File: config.mk
export PLATFORM = sky130hd
export DESIGN_NAME = fifo_burst_drain
export DESIGN_NICKNAME = d
export VERILOG_FILES = /design/src/rtl/fifo_burst_drain.sv
export SDC_FILE = /design/constraint.sdc
export NUM_CORES = 1
export LEC_CHECK = 0
export ABC_AREA = 1
export BUFFER_PORTS_ARGS = -buffer_cell sky130_fd_sc_hd__clkbuf_2
export CORE_MARGIN = 5
export CORE_UTILIZATION = 40
export DETAILED_ROUTE_END_ITERATION = 8
export HOLD_SLACK_MARGIN = 0.06
export PLACE_DENSITY = 0.63
export SYNTH_ARGS = -nofsm -noshare
export SYNTH_HDL_FRONTEND = slang
export SYNTH_SLANG_ARGS = --single-unit
File: constraint.sdc
create_clock -name clk -period 3.75 [get_ports clk]
set_clock_uncertainty 0.2 [all_clocks]
set_input_delay 0.5625 -clock clk [delete_from_list [all_inputs] [get_ports clk]]
set_output_delay 0.5625 -clock clk [all_outputs]
set_load 0.05 [all_outputs]
File: src/rtl/fifo_burst_drain.sv
// Read-side consumer for the synchronous FIFO: issues reads, absorbs the one-cycle read latency
// and re-emits words as a framed valid/ready packet stream (16-word bursts or 1-word flushes).
module fifo_burst_drain #(
  parameter int WORD_WIDTH = 8,
  parameter int BURST_LEN  = 16,
  parameter int TIMEOUT    = 255
) (
  input  logic                  clk,
  input  logic                  reset_n,
  input  logic                  i_empty,
  input  logic                  i_aempty,
  output logic                  o_r_en,
  input  logic [WORD_WIDTH-1:0] i_r_data,
  output logic [WORD_WIDTH-1:0] o_data,
  output logic                  o_valid,
  input  logic                  i_ready,
  output logic                  o_sop,
  output logic                  o_eop,
  output logic                  o_busy
);

  localparam int CW = $clog2(BURST_LEN + 1);
  localparam int TW = $clog2(TIMEOUT + 1);

  localparam logic [CW-1:0] BURST_FULL = CW'(BURST_LEN);
  localparam logic [CW-1:0] BURST_LAST = CW'(BURST_LEN - 1);
  localparam logic [TW-1:0] TIMER_MAX  = TW'(TIMEOUT);

  localparam logic [1:0] ST_IDLE   = 2'd0;
  localparam logic [1:0] ST_BURST  = 2'd1;
  localparam logic [1:0] ST_SINGLE = 2'd2;

  logic [1:0]            state_q, state_d;
  logic [CW-1:0]         issued_q, issued_d;
  logic [TW-1:0]         timer_q, timer_d;

  // Tags of the read issued last cycle; its data arrives on i_r_data this cycle.
  logic                  inflight_q, inflight_sop_q, inflight_eop_q;

  logic [WORD_WIDTH-1:0] buf_data_q [2];
  logic [1:0]            buf_sop_q, buf_eop_q;
  logic                  rd_ptr_q, wr_ptr_q;
  logic [1:0]            occ_q, occ_d;

  logic                  push, pop, rd_allowed, rd_sop, rd_eop;
  logic [2:0]            pending;

  assign o_valid = (occ_q != 2'd0);
  assign pop     = o_valid && i_ready;
  assign push    = inflight_q;

  // Words already committed to the buffer after this cycle's pop; a new read needs a free slot.
  assign pending    = {1'b0, occ_q} + {2'b00, inflight_q} - {2'b00, pop};
  assign rd_allowed = ((state_q == ST_BURST) && (issued_q < BURST_FULL)) ||
                      ((state_q == ST_SINGLE) && (issued_q == '0));
  assign o_r_en     = rd_allowed && !i_empty && (pending < 3'd2);

  assign rd_sop = (issued_q == '0);
  assign rd_eop = (state_q == ST_SINGLE) || ((state_q == ST_BURST) && (issued_q == BURST_LAST));

  assign o_data = buf_data_q[rd_ptr_q];
  assign o_sop  = o_valid && buf_sop_q[rd_ptr_q];
  assign o_eop  = o_valid && buf_eop_q[rd_ptr_q];
  assign o_busy = (state_q != ST_IDLE) || inflight_q || o_valid;

  // NOTE: every variable gets a default at the top of a combinational block so no path leaves it unassigned (no latch).
  always_comb begin
    state_d  = state_q;
    issued_d = issued_q;
    timer_d  = timer_q;

    if (o_r_en) issued_d = issued_q + 1'b1;

    // The timer survives SINGLE so leftovers keep draining one word per packet.
    if (i_empty) begin
      timer_d = '0;
    end else if ((state_q == ST_IDLE) && i_aempty && (timer_q != TIMER_MAX)) begin
      timer_d = timer_q + 1'b1;
    end

    case (state_q)
      ST_IDLE: begin
        if (!i_aempty) begin
          state_d  = ST_BURST;
          issued_d = '0;
          timer_d  = '0;
        end else if ((timer_q == TIMER_MAX) && !i_empty) begin
          state_d  = ST_SINGLE;
          issued_d = '0;
        end
      end
      ST_BURST: begin
        if ((issued_q == BURST_FULL) && pop && o_eop) state_d = ST_IDLE;
      end
      ST_SINGLE: begin
        if (pop && o_eop) state_d = ST_IDLE;
      end
      default: state_d = ST_IDLE;
    endcase
  end

  always_comb begin
    occ_d = occ_q;
    if (push && !pop)      occ_d = occ_q + 2'd1;
    else if (pop && !push) occ_d = occ_q - 2'd1;
  end

  // NOTE: sequential state uses non-blocking assignments so every register samples pre-edge values.
  always_ff @(posedge clk or negedge reset_n) begin
    if (!reset_n) begin
      state_q        <= ST_IDLE;
      issued_q       <= '0;
      timer_q        <= '0;
      inflight_q     <= 1'b0;
      inflight_sop_q <= 1'b0;
      inflight_eop_q <= 1'b0;
    end else begin
      state_q        <= state_d;
      issued_q       <= issued_d;
      timer_q        <= timer_d;
      inflight_q     <= o_r_en;
      inflight_sop_q <= rd_sop;
      inflight_eop_q <= rd_eop;
    end
  end

  // NOTE: the two buffer entries are reset so o_data reads 0 out of reset and no stale word can resurface.
  always_ff @(posedge clk or negedge reset_n) begin
    if (!reset_n) begin
      buf_data_q[0] <= '0;
      buf_data_q[1] <= '0;
      buf_sop_q     <= '0;
      buf_eop_q     <= '0;
      rd_ptr_q      <= 1'b0;
      wr_ptr_q      <= 1'b0;
      occ_q         <= 2'd0;
    end else begin
      if (push) begin
        buf_data_q[wr_ptr_q] <= i_r_data;
        buf_sop_q[wr_ptr_q]  <= inflight_sop_q;
        buf_eop_q[wr_ptr_q]  <= inflight_eop_q;
        wr_ptr_q             <= ~wr_ptr_q;
      end
      if (pop) rd_ptr_q <= ~rd_ptr_q;
      occ_q <= occ_d;
    end
  end

endmodule

==> summary.txt <==
Number of antenna diodes: 0
Seq/Total Area, Yosys: 47.27%
Avg Inst Size Synth: 7.941 um^2
H-tree Lvls: 2
Post-synth top flop: dfrtp_1
Core Region: 5439 um^2
Worst r2r src: occ_q[1]
Post-detail-place hpwl: 3.072 mm
P_int: 1.068 mW
Finished Layout Cells: 380
Vias post-DR: 1730
Drt pass-1 iters: 6
Slew Limit Fails: 0
Critical path's slowest cell: fa_1
Tmin final: 3566 ps
Die area: 7150 um^2
Final setup fails: 0
Async S/R FF share, synth: 100.0%
Largest net degree at the start of global routing: 43
Port Buf Inserts: 25
Area leader, netlist: dfrtp_1
CP peak stage delay: 510 ps
Synth top area cells: dfrtp_1 (47%), nand2_1 (16%), inv_1 (6.2%)
P_leak: 1.297 nW
Worst-margin pin slew: 1048 ps
Share of power burned in registers: 35.6%
Vert. Die Dim: 84.56 um
Root Driver: clkbuf_8
CTS tree: built
Switching power: 0.9616 mW
Outcome: complete, no violations
Final wirelength: 4.296 mm
Mapped cell area: 2223 um^2
Top cells by count, synth: nand2_1 (93), dfrtp_1 (42), inv_1 (37)
Clock Latency Late Sink: 290 ps
Final estimated routing congestion in global placement: 0.8188
Critical path class: flop to output pin
# DRC: 0
Post-synth top area share: 47.27%
Final ANT Viol Nets: 0
Vias in the first global route: 1593
Die Wd: 84.56 um
Critical path capture point type: output pin
GRT Util Overall: 12.40%
Vias per cell: 4.553
Crit path DAT: 2800 ps
RSZ-0062 raised after global routing: false
Critical-path cell list: inv_1 -> nand2_2 -> nand2_2 -> inv_1 -> ha_1 -> or2_2 -> fa_1 -> nand3_1 -> nor2_4 -> nand2_4 -> inv_1 -> clkbuf_4
CP Buf/Inv Count: 4
Critical path's top delay family: simple AND/OR/NAND/NOR gates
Post-synth cell types: 28
First-pass GRT wire length: 7.279 mm
EDFF count, synth: 0
Clock power frac: 17.5%
Clock buffer depth: 2
IO Pins: 26
Rel. slew slack: 30.16%
Hold Fails Final Rpt: 0
Switching share of power: 47.39%
Max Cap Viol: 0
Top-count cell post-synth: nand2_1
Crit path launch: occ_q[1]
Required time of the critical path: 2990 ps
NumNets Final: 327
Synth Warn #: 0
Synthesis-stage register bit count: 42
Per-cell routed wire length: 11.31 um
Fmax: 280.4 MHz
Antenna violations before repair: 0
Post-Syn Instances: 280
Placed cells: 371
Setup TNS Final: 0 ps
Maximum fanout along the worst path: 4
Final period utilization: 95.09%
Worst Hold Class: input port to async pin
P&R area growth vs syn: 13.73%
Post-Syn Nets: 300
Starting Density: 40.88%
Comb power frac: 46.9%
CTS clock-pin slew for the worst setup and hold paths: 90 ps
DRC marker count from the first detailed-route iteration: 61
CTS sink count: 42
Layout cell share with drive strength beyond 1: 17.53%
# rows: 27
GRT Residual Overflow: 0
Cell repeated most along the worst path: inv_1
Startpoint Class: flop
CTS buffer count: 5
Pwr Density: 802.4 nW/um^2
Peak VDD IR: 0.0003711 V
## through the flow
stage / setup slack [ps] / util, % / instance area, um^2 / total power, mW / hold slack, ps
finish: 184.0 / 46.49 / 2529 / 2.029 / 238.9
global route: 24.75 / 46.49 / 2529 / 2.179 / 262.2
CTS: 46.13 / 46.31 / 2519 / 2.042 / 250.1
detailed placement: 325.3 / 44.28 / 2409 / 1.679 / 244.4
global placement: 373.7 / 44.28 / 2409 / 1.657 / 246.3
floorplan: 337.7 / - / 2223 / 1.468 / 66.91
## power by group through the flow
stage | clock (mW) | sequential, mW | combinational (mW)
floorplan | 0 | 0.693 | 0.775
global placement | 0 | 0.727 | 0.931
detailed placement | 0 | 0.730 | 0.949
CTS | 0.368 | 0.722 | 0.952
global route | 0.386 | 0.741 | 1.05
finish | 0.355 | 0.723 | 0.951
## cells by family after synthesis
group,after synthesis,synth area share (%)
buffers and inverters,46,8.216
adders and majority gates,7,4.277
DFF,42,47.27
xor gates and xnor gates,5,1.970
and+or+nand+nor,144,29.82
AOI/OAI and AO/OA,36,8.441
## cell usage in the layout (no fill, tap or decap)
master / n
inv_1: 37
nand3_2: 3
clkinvlp_4: 1
nor2_1: 18
xnor2_1: 2
inv_2: 2
nor2_4: 3
o21ai_0: 25
xor2_1: 3
clkbuf_1: 1
nand2_2: 4
nor3_1: 1
dfrtp_1: 42
nand3_1: 10
clkbuf_4: 1
nand4_1: 3
nand2_1: 93
clkbuf_2: 24
clkbuf_8: 5
a21oi_2: 2
a21oi_1: 9
nand3b_1: 3
or2_2: 2
nor2_8: 1
inv_4: 1
fa_1: 1
ha_1: 6
bufinv_16: 1
nand2_4: 2
buf_4: 1
nor2_2: 1
## final timing paths
check	slack [ps]	depth (start not counted)	to
setup / recovery	180	12	o_r_en
hold / removal	240	1	buf_data_q[6]
max in group asynchronous	2450	1	inflight_eop_q
min in group clk	260	1	inflight_sop_q
setup reg to reg	930	12	issued_q[3]
hold reg to reg	260	1	inflight_sop_q
## registers in the layout, indices dropped and copies added (netlist names)
signal / flops
buf_data_q: 16
timer_q: 8
issued_q: 5
buf_eop_q: 2
buf_sop_q: 2
occ_q: 2
state_q: 2
inflight_eop_q: 1
inflight_q: 1
inflight_sop_q: 1
rd_ptr_q: 1
wr_ptr_q: 1
## timing repair
| item | CTS | global route |
|---|---|---|
| setup endpoints to repair | 0 | 1 |
| buffers inserted | 0 | 1 |
| hold buffers | 0 | 0 |
| resized for setup | 0 | 2 |
## per-layer routing
layer	wire, um	vias up	GRT usage, %
met5	0	-	0
met4	36	0	3.885
met3	173	4	3.140
met2	1908	27	19.29
met1	2178	782	16.96
li1	-	917	-
## area by class of cell
type                       count  area [um^2]
clock buffer                   6        72.57
clock inverter                 2        37.54
fill                         537         2910
inverter                      40        152.6
multi-input combinational    192        989.7
sequential                    42         1051
tap                           72        90.09
timing repair buffer          26        135.1
## worst register-to-register path: stages, from the launching register on
cell and delay (ps):
dfrtp_1 440, inv_1 140, nand2_2 70, nand2_2 100, inv_1 50, ha_1 250
or2_2 310, fa_1 510, nand3_1 120, nor2_4 170, buf_4 160, nand4_1 90
a21oi_1 140
(Power assumes the default switching activity.)
